$ cat src/rtl/sdram_access_arbiter.sv
// Two-requester (CPU word R/W, video burst read) arbiter in front of KFSDRAM.
// Optional video starvation guard: define SDRAM_ARB_STARVE_GUARD_EN.
module sdram_access_arbiter #(
  parameter int ADDR_WIDTH     = 25,
  parameter int NUM_WIDTH      = 10,
  parameter int DATA_WIDTH     = 16,
  parameter int CPU_STREAK_MAX = 4
) (
  input  logic                  clock,
  input  logic                  reset,
  input  logic                  cpu_req,
  input  logic                  cpu_write,
  input  logic [ADDR_WIDTH-1:0] cpu_address,
  input  logic [DATA_WIDTH-1:0] cpu_data_in,
  output logic [DATA_WIDTH-1:0] cpu_data_out,
  output logic                  cpu_ack,
  input  logic                  vid_req,
  input  logic [ADDR_WIDTH-1:0] vid_address,
  input  logic [NUM_WIDTH-1:0]  vid_num,
  output logic [DATA_WIDTH-1:0] vid_data_out,
  output logic                  vid_data_valid,
  output logic                  vid_done,
  output logic [ADDR_WIDTH-1:0] access_address,
  output logic [NUM_WIDTH-1:0]  access_num,
  output logic [DATA_WIDTH-1:0] access_data_in,
  input  logic [DATA_WIDTH-1:0] access_data_out,
  output logic                  write_request,
  output logic                  read_request,
  input  logic                  write_flag,
  input  logic                  read_flag,
  input  logic                  idle
);

  typedef enum logic [1:0] {
    S_IDLE,
    S_ISSUE,
    S_XFER,
    S_DONE
  } state_t;

  typedef enum logic [1:0] {
    OWN_NONE,
    OWN_CPU,
    OWN_VID
  } owner_t;

  if (CPU_STREAK_MAX < 1) begin : g_cfg_check
    $error("CPU_STREAK_MAX must be at least 1");
  end

  state_t                state_q, state_d;
  owner_t                owner_q, owner_d;
  logic [ADDR_WIDTH-1:0] addr_q, addr_d;
  logic [NUM_WIDTH-1:0]  num_q, num_d;
  logic [DATA_WIDTH-1:0] wdata_q, wdata_d;
  logic                  is_wr_q, is_wr_d;
  logic                  wreq_q, wreq_d;
  logic                  rreq_q, rreq_d;
  logic [DATA_WIDTH-1:0] cpu_rdata_q, cpu_rdata_d;
  logic [DATA_WIDTH-1:0] vid_rdata_q, vid_rdata_d;
  logic                  vid_valid_q, vid_valid_d;
  logic                  cpu_ack_q, cpu_ack_d;
  logic                  vid_done_q, vid_done_d;

  logic                  grant_cpu;
  logic                  grant_vid;
  logic                  vid_turn;
  logic                  any_flag;
  logic [NUM_WIDTH-1:0]  vid_num_fix;

  assign any_flag    = write_flag | read_flag;
  assign vid_num_fix = (vid_num == '0) ? NUM_WIDTH'(1) : vid_num;

`ifdef SDRAM_ARB_STARVE_GUARD_EN
  localparam int SW = $clog2(CPU_STREAK_MAX + 1);

  logic [SW-1:0] streak_q, streak_d;

  assign vid_turn = (streak_q == SW'(CPU_STREAK_MAX));

  // Counts CPU wins only while video is actually waiting.
  always_comb begin
    streak_d = streak_q;
    if (!vid_req) begin
      streak_d = '0;
    end else if (grant_vid) begin
      streak_d = '0;
    end else if (grant_cpu) begin
      streak_d = streak_q + SW'(1);
    end
  end

  always_ff @(posedge clock or posedge reset) begin
    if (reset) begin
      streak_q <= '0;
    end else begin
      streak_q <= streak_d;
    end
  end
`else
  assign vid_turn = 1'b0;
`endif

  always_comb begin
    grant_cpu = 1'b0;
    grant_vid = 1'b0;
    if (state_q == S_IDLE && idle) begin
      if (cpu_req && !(vid_req && vid_turn)) begin
        grant_cpu = 1'b1;
      end else if (vid_req) begin
        grant_vid = 1'b1;
      end
    end
  end

  always_comb begin
    state_d     = state_q;
    owner_d     = owner_q;
    addr_d      = addr_q;
    num_d       = num_q;
    wdata_d     = wdata_q;
    is_wr_d     = is_wr_q;
    wreq_d      = wreq_q;
    rreq_d      = rreq_q;
    cpu_rdata_d = cpu_rdata_q;
    vid_rdata_d = vid_rdata_q;
    vid_valid_d = 1'b0;
    cpu_ack_d   = 1'b0;
    vid_done_d  = 1'b0;

    // Read words may arrive on the same cycle the flag first rises.
    if ((state_q == S_ISSUE || state_q == S_XFER) && read_flag && !is_wr_q) begin
      if (owner_q == OWN_CPU) begin
        cpu_rdata_d = access_data_out;
      end else if (owner_q == OWN_VID) begin
        vid_rdata_d = access_data_out;
        vid_valid_d = 1'b1;
      end
    end

    unique case (state_q)
      S_IDLE: begin
        if (grant_cpu) begin
          state_d = S_ISSUE;
          owner_d = OWN_CPU;
          addr_d  = cpu_address;
          num_d   = NUM_WIDTH'(1);
          wdata_d = cpu_write ? cpu_data_in : '0;
          is_wr_d = cpu_write;
          wreq_d  = cpu_write;
          rreq_d  = !cpu_write;
        end else if (grant_vid) begin
          state_d = S_ISSUE;
          owner_d = OWN_VID;
          addr_d  = vid_address;
          num_d   = vid_num_fix;
          wdata_d = '0;
          is_wr_d = 1'b0;
          wreq_d  = 1'b0;
          rreq_d  = 1'b1;
        end
      end
      S_ISSUE: begin
        if (any_flag) begin
          state_d = S_XFER;
          wreq_d  = 1'b0;
          rreq_d  = 1'b0;
        end
      end
      S_XFER: begin
        if (!any_flag) begin
          state_d    = S_DONE;
          cpu_ack_d  = (owner_q == OWN_CPU);
          vid_done_d = (owner_q == OWN_VID);
        end
      end
      S_DONE: begin
        state_d = S_IDLE;
        owner_d = OWN_NONE;
        addr_d  = '0;
        num_d   = '0;
        wdata_d = '0;
        is_wr_d = 1'b0;
      end
      default: begin
        state_d = S_IDLE;
      end
    endcase
  end

  always_ff @(posedge clock or posedge reset) begin
    if (reset) begin
      state_q     <= S_IDLE;
      owner_q     <= OWN_NONE;
      addr_q      <= '0;
      num_q       <= '0;
      wdata_q     <= '0;
      is_wr_q     <= 1'b0;
      wreq_q      <= 1'b0;
      rreq_q      <= 1'b0;
      cpu_rdata_q <= '0;
      vid_rdata_q <= '0;
      vid_valid_q <= 1'b0;
      cpu_ack_q   <= 1'b0;
      vid_done_q  <= 1'b0;
    end else begin
      state_q     <= state_d;
      owner_q     <= owner_d;
      addr_q      <= addr_d;
      num_q       <= num_d;
      wdata_q     <= wdata_d;
      is_wr_q     <= is_wr_d;
      wreq_q      <= wreq_d;
      rreq_q      <= rreq_d;
      cpu_rdata_q <= cpu_rdata_d;
      vid_rdata_q <= vid_rdata_d;
      vid_valid_q <= vid_valid_d;
      cpu_ack_q   <= cpu_ack_d;
      vid_done_q  <= vid_done_d;
    end
  end

  assign access_address = addr_q;
  assign access_num     = num_q;
  assign access_data_in = wdata_q;
  assign write_request  = wreq_q;
  assign read_request   = rreq_q;
  assign cpu_data_out   = cpu_rdata_q;
  assign cpu_ack        = cpu_ack_q;
  assign vid_data_out   = vid_rdata_q;
  assign vid_data_valid = vid_valid_q;
  assign vid_done       = vid_done_q;

endmodule

$ cat config.mk
export PLATFORM = sky130hd
export DESIGN_NAME = sdram_access_arbiter
export DESIGN_NICKNAME = d
export VERILOG_FILES = /design/src/rtl/sdram_access_arbiter.sv
export SDC_FILE = /design/constraint.sdc
export NUM_CORES = 1
export LEC_CHECK = 0
export CORE_MARGIN = 5
export CORE_UTILIZATION = 40
export DETAILED_ROUTE_END_ITERATION = 10
export DONT_BUFFER_PORTS = 1
export PLACE_DENSITY = 0.52
export SLEW_MARGIN = 20
export SYNTH_ARGS = -nofsm -noshare
export SYNTH_HDL_FRONTEND = slang
export SYNTH_SLANG_ARGS = --single-unit
$ cat constraint.sdc
create_clock -name clock -period 3.8 [get_ports clock]
set_input_delay 0.76 -clock clock [delete_from_list [all_inputs] [get_ports clock]]
set_output_delay 0.76 -clock clock [all_outputs]
set_load 0.02 [all_outputs]
After elaboration in Yosys (flattened, before gate mapping)

Cells that the tools add are included.

Bits in registers: 93
Output and inout bits: 88

Eq/ne operators: 8
Muxes and demuxes: 39
Bitwise gates (word level): 2
Reduce and logical (&&, ||, !) cells: 15

Operator list:

| kind                 | count |
|---|---|
| $mux W25             | 2 |
| $pmux W25 S2         | 1 |
| $mux W16             | 3 |
| $pmux W16 S2         | 1 |
| $mux W10             | 3 |
| $pmux W10 S2         | 1 |
| $mux W1              | 17 |
| $mux W2              | 6 |
| $logic_not A10 Y1    | 1 |
| $reduce_and A3 Y1    | 3 |
| $pmux W2 S4          | 1 |
| $eq A2 B2 Y1 const B | 3 |
| $pmux W1 S2          | 3 |
| $eq A2 B1 Y1 const B | 2 |
| $ne A2 B2 Y1 const B | 2 |
| $pmux W2 S2          | 1 |
| $reduce_and A2 Y1    | 2 |
| $reduce_bool A2 Y1   | 2 |
| $logic_and A1 B1 Y1  | 3 |
| $ne A3 B3 Y1 const B | 1 |
| $logic_not A1 Y1     | 2 |
| $logic_not A2 Y1     | 1 |
| $logic_or A1 B1 Y1   | 1 |
| $not A1 Y1           | 1 |
| $or A1 B1 Y1         | 1 |

Logic depth before layout (Yosys ltp)

Gate-level depths: netlist of run 1.

Depth after elaboration: 6
Mapped depth: 9
Depth with buffers taken out: 5

Least setup slack after synthesis of run 1

OpenSTA, ideal clock, no wires.

Path type: input to register
From: in cpu_req
To: reg addr_q[18], in the netlist access_address[18]
Library setup time: 0.125 ns
Arrival time: 1.891 ns
Required time: 3.675 ns
Setup slack: 1.784 ns
Stages on the path: 6
Buffers on the path: 3
Cell sequence: buf_4 > o211ai_1 > a21boi_1 > buf_4 > buf_4 > mux2_2

Longest elaborated chain between the ends: 4

Ends and longest elaborated chain:

| what                                              | line | source |
|---|---|---|
| start, declared                                   | 11   | `input logic cpu_req,` |
| $mux W1                                           | 108  | `if (cpu_req && !(vid_req && vid_turn)) begin` |
| $mux W1                                           | 107  | `if (state_q == S_IDLE && idle) begin` |
| $mux W25 or $ne A3 B3 Y1 (tied branches)          | --   |  |
| $pmux W25 S2 or $reduce_and A2 Y1 (tied branches) | --   |  |
| end signal, assigned                              | 209  | `addr_q <= addr_d;` |
| end, declared                                     | 53   | `logic [ADDR_WIDTH-1:0] addr_q, addr_d;` |

Parallel ways exist; a longest one is shown, timed or not.
A chain may end at the register's enable or synchronous reset.

Final worst setup path of run 1

From: reg state_q[0]
To: reg num_q[9], in the netlist access_num[9]

Longest elaborated chain between the ends: 5

Ends and longest elaborated chain:

| what                                              | line     | source |
|---|---|---|
| start, declared                                   | 51       | `state_t state_q, state_d;` |
| start signal, assigned                            | 207      | `state_q <= state_d;` |
| $logic_not A2 Y1                                  | 107, 141 |  |
| $logic_and A1 B1 Y1                               | 107      |  |
| $mux W1                                           | 107      |  |
| $mux W10 or $ne A3 B3 Y1 (tied branches)          | --       |  |
| $pmux W10 S2 or $reduce_and A2 Y1 (tied branches) | --       |  |
| end signal, assigned                              | 210      | `num_q <= num_d;` |
| end, declared                                     | 54       | `logic [NUM_WIDTH-1:0] num_q, num_d;` |

Parallel ways exist; a longest one is shown, timed or not.

==> results.ini, run 1 <==
[outcome]
status=complete, no violations

[power]
ir_drop_mv=0.393
p_per_area_nw_per_um2=916
power_mw=3.79
leakagePower_nw=1.91

[finish]
area_delta_synth_final_pct=7.15
n_fill_cell=857
layout_commonest_cell=dfrtp_1
seqCellArea_sq_um=2330
antenna_cells=0
multiInputGateArea_sq_um=1390
drive_above_1_share=0.286
layout_common_cells=dfrtp_1 (93), mux2_2 (50), a22o_1 (42)
final_nets=368
fin_cells=398

[clocking]
tritoncts=yes
cts.path.max_buffers=2
clock_sinks=93
insertion_delay_ns=0.35
path_clk_slew_ns=0.09
cts-root-buf=clkbuf_8
cts_resized=0
h-tree-depth=3
cts_setup_buffers=0
cts_buffers=9
holdBufCountCts=0

[logic_synthesis]
syn_area_per_cell_sq_um=14.5
ys_seq_elements=93
synth.distinct_cells=35
synth_cells=266
syn-num-nets=370
seq_area_frac_synth=0.602
yosys.area.top_type=dfrtp_1
yosys-top-cells-area=dfrtp_1 (60%), mux2_2 (15%), a22o_1 (9.5%)
synth_area_sq_um=3870
synth_top_area_share=0.602
yosysWarnings=0

[sta]
fin_hold_ws_ns=0.373
slew_viol_final=0
max_slew.worst_pin.slew_ns=0.993
finalCritPeriodShare=0.633
rsz0062_at_grt=no
fin_worst_skew_ns=0.0106
relSlewSlack=0.335
fmax_mhz=415
tns_ns=0
hold_viol_final=0
min_period_ns=2.41
final-setup-viol-count=0

[critical_path]
timing.critical_path.buf_inv=3
max_stage_delay_ns=0.71
end_kind=flop
cp_max_fo=29
critPathKind=reg -> reg
r2r_setup_slack_ns=1.39
crit_path_cell_trace=inv_1 -> ha_1 -> inv_1 -> a21boi_4 -> buf_4 -> a22o_1
critPathTopFamily=compound AO/OA/AOI/OAI gates
arrival_ns=2.69
crit_top_cell=inv_1
crit_required_ns=4.08
critPathSlowestCell=a21boi_4
cp-start-kind=flop

[floorplan]
dieArea_sq_um=11700
start_util=0.414
die_h_microns=108
num_rows=35
coreArea_sq_um=9330
ios=188
die_w_microns=108

[routing]
firstDrtPassIters=4
num_vias=2192
wire_per_inst_microns=21.3
drt-total-wl_mm=8.47
ant_nets=0
drtIter0Drc=72
drc_errors=0
viasPerCell=5.51

[global_route]
grt_overflow=0
grt_max_degree=56
first_global_vias=2415
gr-usage-all-layers=0.146
antenna_found_initial=0
grt_pass1_wl_mm=13.2

[placed_design]
port-buffer-count=0
post-place-cells=382
place_congestion=0.678
hpwl_mm=6.33

[hold_path]
hold_class=in -> async

[flow_run]
cap_violations=0

synthesized netlist by cell type:
cell type and count:
a21o_1 3, o21ai_0 1, nor2_1 5, o21a_1 1, a31oi_1 1, nor4b_4 1
nand2b_1 2, nor2_2 2, nor4_1 1, and2_0 7, a21boi_1 1, nand3b_1 1
nand2_1 3, a22o_1 42, buf_4 5, a211oi_1 2, o211ai_1 1, a31oi_2 1
mux2_2 50, nor3b_1 1, o32a_1 1, and4b_1 1, mux2i_1 1, buf_2 6
o32ai_1 2, dfrtp_1 93, inv_1 7, o2bb2ai_1 1, buf_6 6, or2_2 1
and2_1 2, ha_1 4, nor3_1 1, a31o_2 1, a221o_1 8
logic make-up after synthesis:
family	count (synthesis)	share of synthesized area
AOI/OAI and AO/OA	66	0.149
adders and majority gates	4	0.0129
buffers and inverters	24	0.0417
DFF	93	0.602
muxes	51	0.148
and+or+nand+nor	28	0.0460
layout make-up:
cell class                      instances  share of cell area
Timing Repair Buffer                    4             0.00725
Sequential cell                        93               0.562
Multi-Input combinational cell        149               0.335
Inverter                                7             0.00695
Clock buffer                           10              0.0308
Clock inverter                          6              0.0190
Tap cell                              129              0.0390
flip-flops by register name (all words and copies together), names as in the netlist:
name,cells
access_address,25
access_data_in,16
access_num,10
cpu_ack,1
cpu_data_out,16
is_wr_q,1
owner_q,2
read_request,1
state_q,2
vid_data_out,16
vid_data_valid,1
vid_done,1
write_request,1
layer usage:
metal	wire, microns	global-route usage	vias up	part of all wire
met5	0	0	-	0
li1	-	-	984	-
met3	1150	0.0764	5	0.14
met4	74	0.0352	0	0.0087
met2	4080	0.233	118	0.48
met1	3170	0.174	1085	0.37
through the flow:
stage / setup slack [ns] / utilization / instance area, sq um
final: 1.39 / 0.444 / 4140
after global routing: 1.16 / 0.444 / 4140
after CTS: 1.33 / 0.444 / 4140
after detailed placement: 1.37 / 0.422 / 3940
after global placement: 1.42 / 0.422 / 3940
after floorplan: 0.620 / - / 3870
path summary, 6_finish.rpt:
check / cells past startpoint / endpoint / from
min in group clock: 1 / is_wr_q$_DFFE_PP0P_ / is_wr_q$_DFFE_PP0P_
worst max-delay path: 6 / access_num[9]$_DFFE_PP0P_ / state_q[0]$_DFFE_PP0P_
worst min-delay path: 1 / cpu_data_out[2]$_DFFE_PP0P_ / reset
max in group asynchronous: 2 / access_address[24]$_DFFE_PP0P_ / reset
worst max register to register: 6 / access_num[9]$_DFFE_PP0P_ / state_q[0]$_DFFE_PP0P_
worst min register to register: 1 / is_wr_q$_DFFE_PP0P_ / is_wr_q$_DFFE_PP0P_
power by group:
part	internal (mW)	leakage [nW]	switching, mW
registers	1.40	1.20	0.786
clock network	0.320	0.105	0.363
logic	0.521	0.608	0.404
total	2.24	1.91	1.55
No activity file was read; power rests on OpenSTA's default activity.
==> inputs of run 2 (changes only) <==
--- a/config.mk
+++ b/config.mk
@@ -9,7 +9,7 @@
 export CORE_UTILIZATION = 40
 export DETAILED_ROUTE_END_ITERATION = 10
 export DONT_BUFFER_PORTS = 1
-export PLACE_DENSITY = 0.52
+export PLACE_DENSITY = 0.54
 export SLEW_MARGIN = 20
 export SYNTH_ARGS = -nofsm -noshare
 export SYNTH_HDL_FRONTEND = slang
==> constraint.sdc (replaced) <==
create_clock -name clock -period 2.2 [get_ports clock]
set_input_delay 0.44 -clock clock [delete_from_list [all_inputs] [get_ports clock]]
set_output_delay 0.44 -clock clock [all_outputs]
set_load 0.02 [all_outputs]
==> run 2 against run 1 <==
  * Register-to-register slack got worse by 1.2 ns
  * Clock power up 58%
  * Core utilization increased by 0.34 points
  * Highest routed layer unchanged
==> results.ini, run 2 (synthesis results as in run 1) <==
[clocking]
cts-root-buf=clkbuf_8
insertion_delay_ns=0.35  ; about the same
cts.path.max_buffers=2  ; unchanged
clock_sinks=93  ; unchanged
cts_resized=0  ; unchanged
cts_setup_buffers=0  ; unchanged
tritoncts=yes
holdBufCountCts=0  ; unchanged
cts_buffers=9  ; unchanged
path_clk_slew_ns=0.10  ; about the same
h-tree-depth=3  ; unchanged

[global_route]
first_global_vias=2453  ; +1.6%
gr-usage-all-layers=0.154  ; +0.00877
grt_max_degree=58  ; +3.6%
grt_pass1_wl_mm=13.9  ; +5.2%
grt_overflow=0  ; unchanged
antenna_found_initial=0  ; unchanged

[flow_run]
cap_violations=0  ; unchanged

[sta]
tns_ns=0  ; unchanged
fin_hold_ws_ns=0.0791  ; -0.294 ns
slew_viol_final=0  ; unchanged
worst_slack_ns=0.197  ; -1.20 ns
fmax_mhz=499  ; +20%
max_slew.worst_pin.slew_ns=0.793  ; -0.200 ns
hold_viol_final=0  ; unchanged
final-setup-viol-count=0  ; unchanged
fin_worst_skew_ns=0.0102  ; -0.000399 ns
relSlewSlack=0.469  ; +0.134
rsz0062_at_grt=no
min_period_ns=2.00  ; -0.404 ns
finalCritPeriodShare=0.911  ; +0.277

[floorplan]
coreArea_sq_um=9330  ; unchanged
start_util=0.414  ; unchanged
num_rows=35  ; unchanged
die_w_microns=108  ; unchanged
dieArea_sq_um=11700  ; unchanged
ios=188  ; unchanged
die_h_microns=108  ; unchanged

[routing]
firstDrtPassIters=4  ; unchanged
wire_per_inst_microns=22.6  ; +6.4%
ant_nets=0  ; unchanged
drtIter0Drc=128  ; +78%
drt-total-wl_mm=9.13  ; +7.7%
drc_errors=0  ; unchanged
viasPerCell=5.58  ; +1.2%
num_vias=2247  ; +2.5%

[critical_path]
end_kind=flop
r2r-end=access_data_in[5]$_DFFE_PP0P_
reg2reg_from=state_q[0]$_DFFE_PP0P_
cp-start-kind=flop
reg2reg_depth=5  ; -1
crit_end=access_data_in[5]$_DFFE_PP0P_
arrival_ns=2.28  ; -0.41 ns
r2r_setup_slack_ns=0.20  ; -1.20 ns
startpoint=state_q[0]$_DFFE_PP0P_
cp_max_fo=17  ; -41%
crit_required_ns=2.48  ; -1.60 ns
critPathKind=reg -> reg

[placed_design]
hpwl_mm=6.82  ; +7.9%
post-place-cells=387  ; +1.3%
dpl_cell_area_sq_um=3990  ; +1.3%
port-buffer-count=0  ; unchanged
dp_slack_ns=0.197  ; -1.17 ns
place_congestion=0.701  ; +3.4%

[finish]
largest_register_ffs=25  ; unchanged
seqCellArea_sq_um=2330  ; unchanged
area_delta_synth_final_pct=7.96
drive_above_1_share=0.303  ; +0.0167
stdcell_area_sq_um=4170  ; +0.76%
fin_util=0.447  ; +0.00335
multiInputGateArea_sq_um=1390  ; unchanged
n_fill_cell=875  ; +2.1%
antenna_cells=0  ; unchanged
final_nets=373  ; +1.4%
layout_common_cells=dfrtp_1 (93), mux2_2 (50), a22o_1 (42)
fin_cells=403  ; +1.3%
layout_commonest_cell=dfrtp_1

[power]
power_mw=6.57  ; +73%
leakagePower_nw=1.93  ; +1.1%
p_per_area_nw_per_um2=1570  ; +72%
ir_drop_mv=0.755  ; +92%

[hold_path]
hold_class=in -> async

[outcome]
status=complete, no violations

[run 2: critical path: stages, from the launching register on]
cell	delay, ns
dfrtp_1	0.43
inv_1	0.09
ha_1	0.36
and4b_1	0.26
and2_1	0.56
a22o_1	0.23
[run 2: worst min-delay path by stage]
stage / cells past startpoint / slack, ns / start / endpoint
2_1_floorplan: 1 / 0.44 / is_wr_q$_DFFE_PP0P_ / is_wr_q$_DFFE_PP0P_
3_3_place_gp: 1 / 0.46 / is_wr_q$_DFFE_PP0P_ / is_wr_q$_DFFE_PP0P_
3_5_place_dp: 1 / 0.46 / is_wr_q$_DFFE_PP0P_ / is_wr_q$_DFFE_PP0P_
4_1_cts: 2 / 0.08 / reset / access_data_in[10]$_DFFE_PP0P_
5_1_grt: 2 / 0.1 / reset / access_data_in[13]$_DFFE_PP0P_
6_report: 2 / 0.08 / reset / access_data_in[12]$_DFFE_PP0P_
[run 2: per-layer routing]
metal / vias to the layer above / routed length [microns] / GRT usage
met5: - / 0 / 0
met4: 0 / 106 / 0.0496
met3: 6 / 1060 / 0.0746
met2: 112 / 4440 / 0.244
met1: 1134 / 3510 / 0.186
li1: 995 / - / -
[run 2: cell type report]
| class | count | area share |
|---|---|---|
| inverter | 7 | 0.00719 |
| sequential | 93 | 0.558 |
| clock buffer | 9 | 0.0297 |
| multi-input combinational | 149 | 0.333 |
| timing repair buffer | 9 | 0.0192 |
| tap | 129 | 0.0387 |
| clock inverter | 7 | 0.0150 |
[run 2: where the power goes]
part	internal, mW	total, mW	switching, mW
logic	0.955	1.70	0.741
registers	2.42	3.79	1.38
clock network	0.439	1.08	0.640
total	3.81	6.57	2.76
==> inputs of run 3 (changes only) <==
--- a/config.mk
+++ b/config.mk
@@ -10,6 +10,7 @@
 export DETAILED_ROUTE_END_ITERATION = 10
 export DONT_BUFFER_PORTS = 1
 export PLACE_DENSITY = 0.54
+export SETUP_SLACK_MARGIN = 0.3
 export SLEW_MARGIN = 20
 export SYNTH_ARGS = -nofsm -noshare
 export SYNTH_HDL_FRONTEND = slang
==> constraint.sdc (replaced) <==
create_clock -name clock -period 1.8 [get_ports clock]
set_input_delay 0.36 -clock clock [delete_from_list [all_inputs] [get_ports clock]]
set_output_delay 0.36 -clock clock [all_outputs]
set_load 0.02 [all_outputs]
==> run 3 against run 2 <==
  * The run now ends with hold timing left
  * Critical path depth is 1 higher
  * Setup slack got worse by 0.14 ns
  * Global-route usage shrank 0.22 points
  * Via count increased by 4.9%
  * Design area is 9.7% higher
  * Flip-flop and latch count unchanged
  * Clock-buffer cell count is 2 higher
  * Sequential share of layout area shrank 4.9 points
  * Wire length increased by 3.2%
  * Core utilization grew 4.3 points
  * Hold slack got worse by 0.080 ns
  * Clock skew up 0.00060 ns
  * Critical endpoint is now vid_data_out[14]$_DFFE_PP0P_
  * Largest cell class unchanged
==> results.ini, run 3 (synthesis results as in run 1) <==
[global_route]
grt_overflow=0  ; unchanged
grt-busiest-layer=met2
grt_max_degree=94  ; +62%
grt_util_met1=0.180  ; -0.00573
first_global_vias=2448  ; -0.20%
grt_pass1_wl_mm=13.7  ; -1.1%
antenna_found_initial=0  ; unchanged
grt.met3_usage=0.0687  ; -0.00597
use_met2=0.246  ; +0.00178
gr-usage-all-layers=0.152  ; -0.00225

[finish]
stdcell_area_sq_um=4580  ; +9.7%
area_delta_synth_final_pct=18.4
fin_util=0.491  ; +0.0433
layout_commonest_cell=dfrtp_1
antenna_cells=0  ; unchanged
drive_above_1_share=0.381  ; +0.0785
layout_common_cells=dfrtp_1 (93), mux2_2 (42), a22o_1 (42)
largest_register_ffs=25  ; unchanged
final_nets=390  ; +4.6%

[sta]
rsz0062_at_grt=yes
min_period_ns=1.74  ; -0.264 ns
fin_hold_ws_ns=-0.00100  ; -0.0801 ns
fin_worst_skew_ns=0.0108  ; +0.000604 ns
relSlewSlack=0.668  ; +0.199
slew_viol_final=0  ; unchanged
final-setup-viol-count=0  ; unchanged
hold_viol_final=1  ; +1
max_slew.worst_pin.slew_ns=0.497  ; -0.296 ns
finalCritPeriodShare=0.967  ; +0.0559
fmax_mhz=575  ; +15%

[critical_path]
critPathKind=reg -> reg
r2r_setup_slack_ns=0.06  ; -0.14 ns
crit_required_ns=2.04  ; -0.44 ns
reg2reg_from=state_q[0]$_DFFE_PP0P_
max_stage_delay_ns=0.39  ; -0.17 ns
cp_max_fo=8  ; -9
r2r-end=vid_data_out[14]$_DFFE_PP0P_
critPathTopFamily=flip-flops
reg2reg_depth=6  ; +1
timing.critical_path.buf_inv=2  ; +1
critPathSlowestCell=dfrtp_1
worst-path-stages=6  ; +1
end_kind=flop
arrival_ns=1.98  ; -0.30 ns
cp-start-kind=flop
crit_path_cell_trace=inv_2 -> ha_4 -> nand3b_1 -> nor2_4 -> clkbuf_16 -> mux2_2

[floorplan]
die_w_microns=108  ; unchanged
die_h_microns=108  ; unchanged
start_util=0.414  ; unchanged
dieArea_sq_um=11700  ; unchanged
coreArea_sq_um=9330  ; unchanged
num_rows=35  ; unchanged
ios=188  ; unchanged

[placed_design]
place_congestion=0.725  ; +3.5%
port-buffer-count=0  ; unchanged
dpl_cell_area_sq_um=4080  ; +2.2%
hpwl_mm=6.37  ; -6.6%

[power]
leakagePower_nw=2.11  ; +9.4%
p_per_area_nw_per_um2=1940  ; +23%
power_mw=8.88  ; +35%
ir_drop_mv=0.733  ; -2.8%

[routing]
drc_errors=0  ; unchanged
firstDrtPassIters=4  ; unchanged
drtIter0Drc=78  ; -39%
ant_nets=0  ; unchanged
num_vias=2356  ; +4.9%
drt-total-wl_mm=9.41  ; +3.2%
wire_per_inst_microns=22.4  ; -1.0%
viasPerCell=5.61  ; +0.61%

[clocking]
path_clk_slew_ns=0.09  ; about the same
clock_sinks=93  ; unchanged
cts.path.max_buffers=2  ; unchanged
h-tree-depth=3  ; unchanged
cts_buffers=9  ; unchanged
tritoncts=yes
holdBufCountCts=0  ; unchanged
cts-root-buf=clkbuf_8
insertion_delay_ns=0.34  ; about the same

[outcome]
status=finished with violations
violations=hold timing

[flow_run]
cap_violations=0  ; unchanged

[hold_path]
hold_class=in -> async

run 3: cell count changes in the layout (fill, tap and decap cells not counted), sizes merged:
cell | previous run | this run
bufinv | 0 | 2
clkbuf | 9 | 14
inv | 11 | 6
buf | 9 | 22
and2 | 9 | 10
clkinv | 2 | 3
run 3: area by class of cell:
type                            instances  area, sq um
Sequential cell                        93         2330
Multi-Input combinational cell        150         1480
Tap cell                              129          161
Inverter                                7         30.0
Timing Repair Buffer                   25          343
Clock inverter                          5         82.6
Clock buffer                           11          151
Fill cell                             791         4750
run 3: routing by layer:
layer | share of wire | vias up
met5 | 0 | -
met4 | 0.012 | 0
met3 | 0.11 | 6
met2 | 0.49 | 115
met1 | 0.39 | 1201
li1 | - | 1034
run 3: power by group:
| group | internal (mW) | switching [mW] |
|---|---|---|
| logic | 1.63 | 1.07 |
| clock network | 0.861 | 0.711 |
| registers | 2.96 | 1.65 |
run 3: worst max-delay path by stage:
stage                           start                        endpoint  slack [ns]
6_report       state_q[0]$_DFFE_PP0P_    vid_data_out[14]$_DFFE_PP0P_        0.06
5_1_grt        state_q[0]$_DFFE_PP0P_    vid_data_out[14]$_DFFE_PP0P_       -0.02
4_1_cts        state_q[1]$_DFFE_PP0P_  access_address[20]$_DFFE_PP0P_        0.09
3_5_place_dp   state_q[1]$_DFFE_PP0P_  access_data_in[15]$_DFFE_PP0P_       -0.10
3_3_place_gp   state_q[1]$_DFFE_PP0P_  access_data_in[11]$_DFFE_PP0P_       -0.03
2_1_floorplan  state_q[0]$_DFFE_PP0P_     vid_data_out[0]$_DFFE_PP0P_      -0.005
run 3: per-stage QoR:
| step | setup TNS [ns] | instances | worst slack, ns |
|---|---|---|---|
| 2_1_floorplan | -0.0494 | 266 | -0.00504 |
| 3_3_place_gp | -0.412 | 390 | -0.0286 |
| 3_5_place_dp | -1.46 | 390 | -0.104 |
| 4_1_cts | 0 | 413 | 0.0857 |
| 5_1_grt | -0.0635 | 420 | -0.0152 |
| 6_report | 0 | 420 | 0.0602 |
run 3: timing repair:
action / in CTS / in global routing
gates cloned: 2 / 3
gates resized for setup: 15 / 14
setup endpoints to repair: 90 / 90
hold endpoints to repair: 0 / 0
pin swaps: 4 / 8
setup buffers: 5 / 4
